<file path="src/rtl/alu_arbiter.sv">
// Two-requester front end for a shared combinational ALU: arbitrates, launches
// one operation per three cycles and returns the captured result with a done pulse.
module alu_arbiter #(
    parameter int PRIO_FIXED = 0
) (
    input  logic       clk,
    input  logic       rst,
    input  logic       req0,
    input  logic       req1,
    input  logic [3:0] a0,
    input  logic [3:0] b0,
    input  logic [3:0] a1,
    input  logic [3:0] b1,
    input  logic [2:0] ops0,
    input  logic [2:0] ops1,
    output logic [3:0] alu_a,
    output logic [3:0] alu_b,
    output logic [2:0] alu_ops,
    input  logic [4:0] alu_r,
    output logic [4:0] res,
    output logic       err,
    output logic       done0,
    output logic       done1,
    output logic       busy
);

    typedef enum logic [1:0] {
        S_IDLE,
        S_EXEC,
        S_DONE
    } state_t;

    localparam bit RR = (PRIO_FIXED == 0);

    state_t     r_state;
    logic [3:0] r_alu_a;
    logic [3:0] r_alu_b;
    logic [2:0] r_alu_ops;
    logic [4:0] r_res;
    logic       r_err;
    logic       r_done0;
    logic       r_done1;
    logic       r_busy;
    logic       r_win;
    logic       r_last;

    logic       w_grant1;
    logic       w_div0;

    // r_last == 1 means requester 1 was granted last, so requester 0 takes a round-robin tie.
    assign w_grant1 = req1 & (~req0 | (RR & ~r_last));
    assign w_div0   = ((r_alu_ops == 3'd3) || (r_alu_ops == 3'd4)) && (r_alu_b == 4'd0);

    always_ff @(posedge clk or posedge rst) begin
        if (rst) begin
            r_state   <= S_IDLE;
            r_alu_a   <= '0;
            r_alu_b   <= '0;
            r_alu_ops <= '0;
            r_res     <= '0;
            r_err     <= 1'b0;
            r_done0   <= 1'b0;
            r_done1   <= 1'b0;
            r_busy    <= 1'b0;
            r_win     <= 1'b0;
            r_last    <= 1'b1;
        end else begin
            r_done0 <= 1'b0;
            r_done1 <= 1'b0;
            case (r_state)
                S_IDLE: begin
                    if (req0 || req1) begin
                        r_win     <= w_grant1;
                        r_last    <= w_grant1;
                        r_alu_a   <= w_grant1 ? a1 : a0;
                        r_alu_b   <= w_grant1 ? b1 : b0;
                        r_alu_ops <= w_grant1 ? ops1 : ops0;
                        r_busy    <= 1'b1;
                        r_state   <= S_EXEC;
                    end
                end
                S_EXEC: begin
                    r_err   <= w_div0;
                    r_res   <= w_div0 ? '0 : alu_r;
                    r_state <= S_DONE;
                end
                S_DONE: begin
                    r_done0 <= ~r_win;
                    r_done1 <= r_win;
                    r_busy  <= 1'b0;
                    r_state <= S_IDLE;
                end
                default: begin
                    r_busy  <= 1'b0;
                    r_state <= S_IDLE;
                end
            endcase
        end
    end

    assign alu_a   = r_alu_a;
    assign alu_b   = r_alu_b;
    assign alu_ops = r_alu_ops;
    assign res     = r_res;
    assign err     = r_err;
    assign done0   = r_done0;
    assign done1   = r_done1;
    assign busy    = r_busy;

endmodule

</file>
<file path="config.mk">
export PLATFORM = sky130hd
export DESIGN_NAME = alu_arbiter
export DESIGN_NICKNAME = d
export VERILOG_FILES = /design/src/rtl/alu_arbiter.sv
export SDC_FILE = /design/constraint.sdc
export NUM_CORES = 1
export LEC_CHECK = 0
export BUFFER_PORTS_ARGS = -buffer_cell sky130_fd_sc_hd__buf_2
export CORE_MARGIN = 1
export CORE_UTILIZATION = 45
export DETAILED_ROUTE_END_ITERATION = 10
export PLACE_DENSITY = 0.88
export SETUP_SLACK_MARGIN = 0.05
export SLEW_MARGIN = 5
export SYNTH_ARGS = -nofsm -noshare
export SYNTH_HDL_FRONTEND = slang
export SYNTH_SLANG_ARGS = --single-unit
</file>
<file path="constraint.sdc">
create_clock -name clk -period 1.8 [get_ports clk]
set_input_delay 0.09 -clock clk [delete_from_list [all_inputs] [get_ports clk]]
set_output_delay 0.09 -clock clk [all_outputs]
set_load 0.05 [all_outputs]
</file>
**Word level (Yosys, flattened, before mapping)**

Cells that the tools add are included.

- Logic and storage cells: 39
- Bits in registers: 24

- Equality and inequality tests: 5
- Reductions and logical operators: 7
- Bitwise gates (word level): 6
- Mux-type cells: 10

Operator list:

| cell | number |
|---|---|
| $mux W4 | 2 |
| $mux W5 | 1 |
| $logic_not A4 Y1 | 1 |
| $not A1 Y1 | 4 |
| $pmux W2 S2 | 1 |
| $reduce_and A2 Y1 | 2 |
| $eq A3 B2 Y1 const B | 1 |
| $eq A3 B3 Y1 const B | 1 |
| $mux W1 | 3 |
| $mux W3 | 1 |
| $eq A2 B1 Y1 const B | 1 |
| $eq A2 B2 Y1 const B | 1 |
| $logic_not A2 Y1 | 1 |
| $logic_or A1 B1 Y1 | 2 |
| $mux W2 | 1 |
| $ne A2 B2 Y1 const B | 1 |
| $pmux W1 S2 | 1 |
| $and A1 B1 Y1 | 1 |
| $logic_and A1 B1 Y1 | 1 |
| $or A1 B1 Y1 | 1 |

**Longest topological paths before layout**

- Depth after elaboration: 4
- Mapped depth: 5
- Mapped depth without buffers: 4

**Worst setup path after synthesis**

OpenSTA, ideal clock, no wires.

- Kind: reg2reg
- From: register r_alu_ops[2] (netlist: alu_ops[2])
- To: register r_res[0] (netlist: res[0])
- Data required time: 1.661 ns
- Clock period less this slack: 1.631 ns
- Path buffers: 0
- Slack: 0.169 ns
- Cell stages (with the launch flop): 4
- Library setup time: 0.139 ns
- Arrival time: 1.492 ns
- Path through: dfrtp_1 or3b_2 a211oi_2 a21oi_1

- Word-level cells in the longest chain between the ends: 4
- Elaborated cells between the ends (all ways): 5
- Classes of those cells: 2 x eq/ne; 1 x mux; 2 x reduce/logical

RTL lines:

| element | line | RTL |
|---|---|---|
| start, declared | 38 | `logic [2:0] r_alu_ops;` |
| start signal, assigned | 77 | `r_alu_ops <= w_grant1 ? ops1 : ops0;` |
| $eq A3 B2 Y1 or $eq A3 B3 Y1 (tied branches) | 52 | `assign w_div0 = ((r_alu_ops == 3'd3) \|\| (r_alu_ops == 3'd4)) && (r_alu_b == 4'd0);` |
| $logic_or A1 B1 Y1 (*) | 52 |  |
| $logic_and A1 B1 Y1 (*) | 52 |  |
| $mux W5 (*) | 84 | `r_res <= w_div0 ? '0 : alu_r;` |
| end signal, assigned | 84 |  |
| end, declared | 39 | `logic [4:0] r_res;` |

Mark *: on every way between the ends. The rest lies on a longest branch, timed or not.
A chain may end at the register's enable or synchronous reset.

**Final worst setup path**

- From: register r_state[1]
- To: register r_alu_b[0] (netlist: alu_b[0])

- Word-level cells in the longest chain between the ends: 2

RTL lines:

| element | line | RTL |
|---|---|---|
| start, declared | 35 | `state_t r_state;` |
| start signal, assigned | 56 | `r_state <= S_IDLE;` |
| start signal, assigned | 79 | `r_state <= S_EXEC;` |
| start signal, assigned | 85 | `r_state <= S_DONE;` |
| $logic_not A2 Y1 | 70 | `case (r_state)` |
| $reduce_and A2 Y1 (no line) | - |  |
| end signal, assigned | 76 | `r_alu_b <= w_grant1 ? b1 : b0;` |
| end, declared | 37 | `logic [3:0] r_alu_b;` |

Every way passes these cells.

==> flow_metrics.env <==
export IMPL_status="complete, no violations"
export IMPL_layout_cells_most_common="buf_2"
export IMPL_drc_errors=0
export IMPL_cap_viol_max_count=0
export IMPL_antenna_found_initial=0
export IMPL_cts_tree="done"
export IMPL_hold_class="in2reg"
export IMPL_max_stage_delay_ns=0.58
export IMPL_grt_pass1_vias=806
export IMPL_top_layer="met3"
export IMPL_ir_drop_v=0.00114
export IMPL_wl_per_cell_um=12.6
export IMPL_path_max_fanout=14
export IMPL_fmax_ghz=0.619
export IMPL_initial_core_util_pct=48.8
export IMPL_synth_nets=115
export IMPL_met3_length_um=116
export IMPL_yosys_register_bits=24
export IMPL_finalInstanceArea_um2=1410
export IMPL_wirelength_mm=2.07
export IMPL_setup_viol=0
export IMPL_area_growth_pct=28.3
export IMPL_grt_max_degree=25
export IMPL_post_cts_resized=0
export IMPL_htreeDepth=1
export IMPL_worstSetupEndpointType="register"
export IMPL_p_leak_nw=0.750
export IMPL_die_w_um=51.5
export IMPL_avgViaCountPerCell=4.92
export IMPL_placementRows=17
export IMPL_drt_iter0_drc=8
export IMPL_placed_cell_area_um2=1370
export IMPL_cts_made_buffers=3
export IMPL_hold_viol=0
export IMPL_dieArea_um2=2650
export IMPL_gp_congestion=0.737
export IMPL_setup_tns_ns=0
export IMPL_start_kind="register"
export IMPL_final_nets=169
export IMPL_ctsHoldBuffers=2
export IMPL_reg2reg_depth=3
export IMPL_die_h_um=51.5
export IMPL_cp_slowest_cell="o21ai_1"
export IMPL_maxSlewHeadroom_pct=26.7
export IMPL_yosysWarnings=0
export IMPL_p_per_area_nw_per_um2=1970
export IMPL_ys_types=24
export IMPL_layout_drive_gt1_share_pct=57.7
export IMPL_cp_data_arrival_time_ns=1.80
export IMPL_finalCriticalPeriod_ns=1.62
export IMPL_final_cell_mix="50 x buf_2, 23 x dfrtp_1, 13 x mux2_2, 10 x nand2_1, 9 x mux2_4"
export IMPL_wl_met1_um=940
export IMPL_finClkSkew_ns=0.00988
export IMPL_syn_inst=84
export IMPL_grt_ovfl_total=0
export IMPL_rsz0062_at_grt="no"
export IMPL_crit_chain="nor2_1, o21ai_1, mux2_2"
export IMPL_worst_pin_slew_ns=1.09
export IMPL_grt_pass1_wl_mm=3.41
export IMPL_cts_sinks=24
export IMPL_required_ns=1.99
export IMPL_core_area_um2=2250
export IMPL_ctsLongestPathBuffers=2
export IMPL_antenna_left=0
export IMPL_synth_area_per_cell_um2=13.1
export IMPL_diodes=0
export IMPL_crit_type="reg2reg"
export IMPL_io_pins=51
export IMPL_vias=812
export IMPL_place_port_buffers=50
export IMPL_finalMaxSlewViolations=0
export IMPL_drtPass1Iterations=4
export IMPL_post_cts_setup_buffer_count=0
export IMPL_grt_usage_pct=17.5
export IMPL_cts_root_buf="clkbuf_4"
export IMPL_clk_pin_slew_worst_paths_ns=0.11
export IMPL_fin_crit_sh_pct=89.7
export IMPL_clock_latency_ns=0.30
export IMPL_hpwl_mm=1.66
export IMPL_synth_area_um2=1100
export IMPL_wl_met2_mm=1.02
export IMPL_yosysSeqAreaShare_pct=54.7
export IMPL_whs_path_depth=3
worst paths after layout:
| check | to | start | slack (ns) |
|---|---|---|---|
| min | res[3] | alu_r[3] | 0.02 |
| max | alu_b[0] | r_state[1] | 0.18 |
| max in group asynchronous | res[4] | rst | 0.77 |
| min in group asynchronous | res[2] | rst | 0.49 |
| min reg2reg | done0 | r_win | 0.46 |
| max reg2reg | alu_b[0] | r_state[1] | 0.18 |
where the power goes:
part / internal [mW] / leakage, nW / switching (mW)
logic: 0.493 / 0.445 / 1.11
registers: 0.802 / 0.290 / 0.160
clock network: 0.0862 / 0.0150 / 0.143
total: 1.38 / 0.750 / 1.41
synth_stat cells, drive strengths merged:
cell     n  share of area, %
nor3b    1              0.68
buf      2               1.5
dfrtp   23                52
a21bo    1               1.5
o21ai    2              0.91
and3b    1              0.80
a211oi   1               1.1
a21o     2               1.4
or4      1              0.68
nand2   10               3.4
clkbuf   1              0.34
nor3     1              0.45
inv      4               1.4
a21oi    6               2.7
nand3b   1              0.68
a31oi    1              0.57
or3b     1              0.80
mux2    22                26
nor2     1              0.34
nand2b   1              0.57
dfstp    1               2.4
registers in the layout, summed over array words and instances, names as in the netlist:
register	count
done0	1
busy	1
r_state	2
r_last	1
done1	1
r_win	1
alu_ops	3
alu_b	4
res	5
err	1
alu_a	4
kinds of logic after synthesis:
| group | count (synthesis) | synth area share, % |
|---|---|---|
| buffers and inverters | 7 | 3.18 |
| multiplexers | 22 | 25.6 |
| AO/OA/AOI/OAI | 13 | 8.18 |
| AND/OR/NAND/NOR | 18 | 8.41 |
| flip-flops | 24 | 54.7 |
worst max-delay path, delay by kind of cell (launching register included):
| kind | cells | cell delay [ns] |
|---|---|---|
| AO/OA/AOI/OAI | 1 | 0.58 |
| multiplexers | 1 | 0.43 |
| AND/OR/NAND/NOR | 1 | 0.09 |
| flip-flops | 1 | 0.41 |
stage by stage:
| stage | total power, mW | hold WS [ns] | setup WS [ns] | utilization (%) | instances |
|---|---|---|---|---|---|
| after CTS | 2.82 | 0.00991 | 0.177 | 62.7 | 165 |
| after floorplan | 2.23 | 0.104 | 0.169 | - | 84 |
| after global placement | 2.53 | 0.291 | 0.227 | 60.6 | 159 |
| after detailed placement | 2.58 | 0.298 | 0.172 | 60.6 | 159 |
| after global routing | 2.95 | 0.00648 | 0.107 | 62.7 | 165 |
| final | 2.79 | 0.0214 | 0.185 | 62.7 | 165 |
routing by layer:
| metal | global-route usage [%] | up-vias |
|---|---|---|
| met1 | 20.7 | 382 |
| met5 | 0 | - |
| met2 | 32.3 | 31 |
| met4 | 4.05 | 0 |
| li1 | - | 399 |
| met3 | 3.27 | 0 |
area by class of cell:
| type | instances | area [µm²] |
|---|---|---|
| Sequential cell | 24 | 602 |
| Clock buffer | 4 | 26.3 |
| Tap cell | 28 | 35.0 |
| Fill cell | 180 | 842 |
| Inverter | 4 | 15.0 |
| Multi-Input combinational cell | 53 | 464 |
| Timing Repair Buffer | 52 | 270 |
No activity file was read; power rests on OpenSTA's default activity.
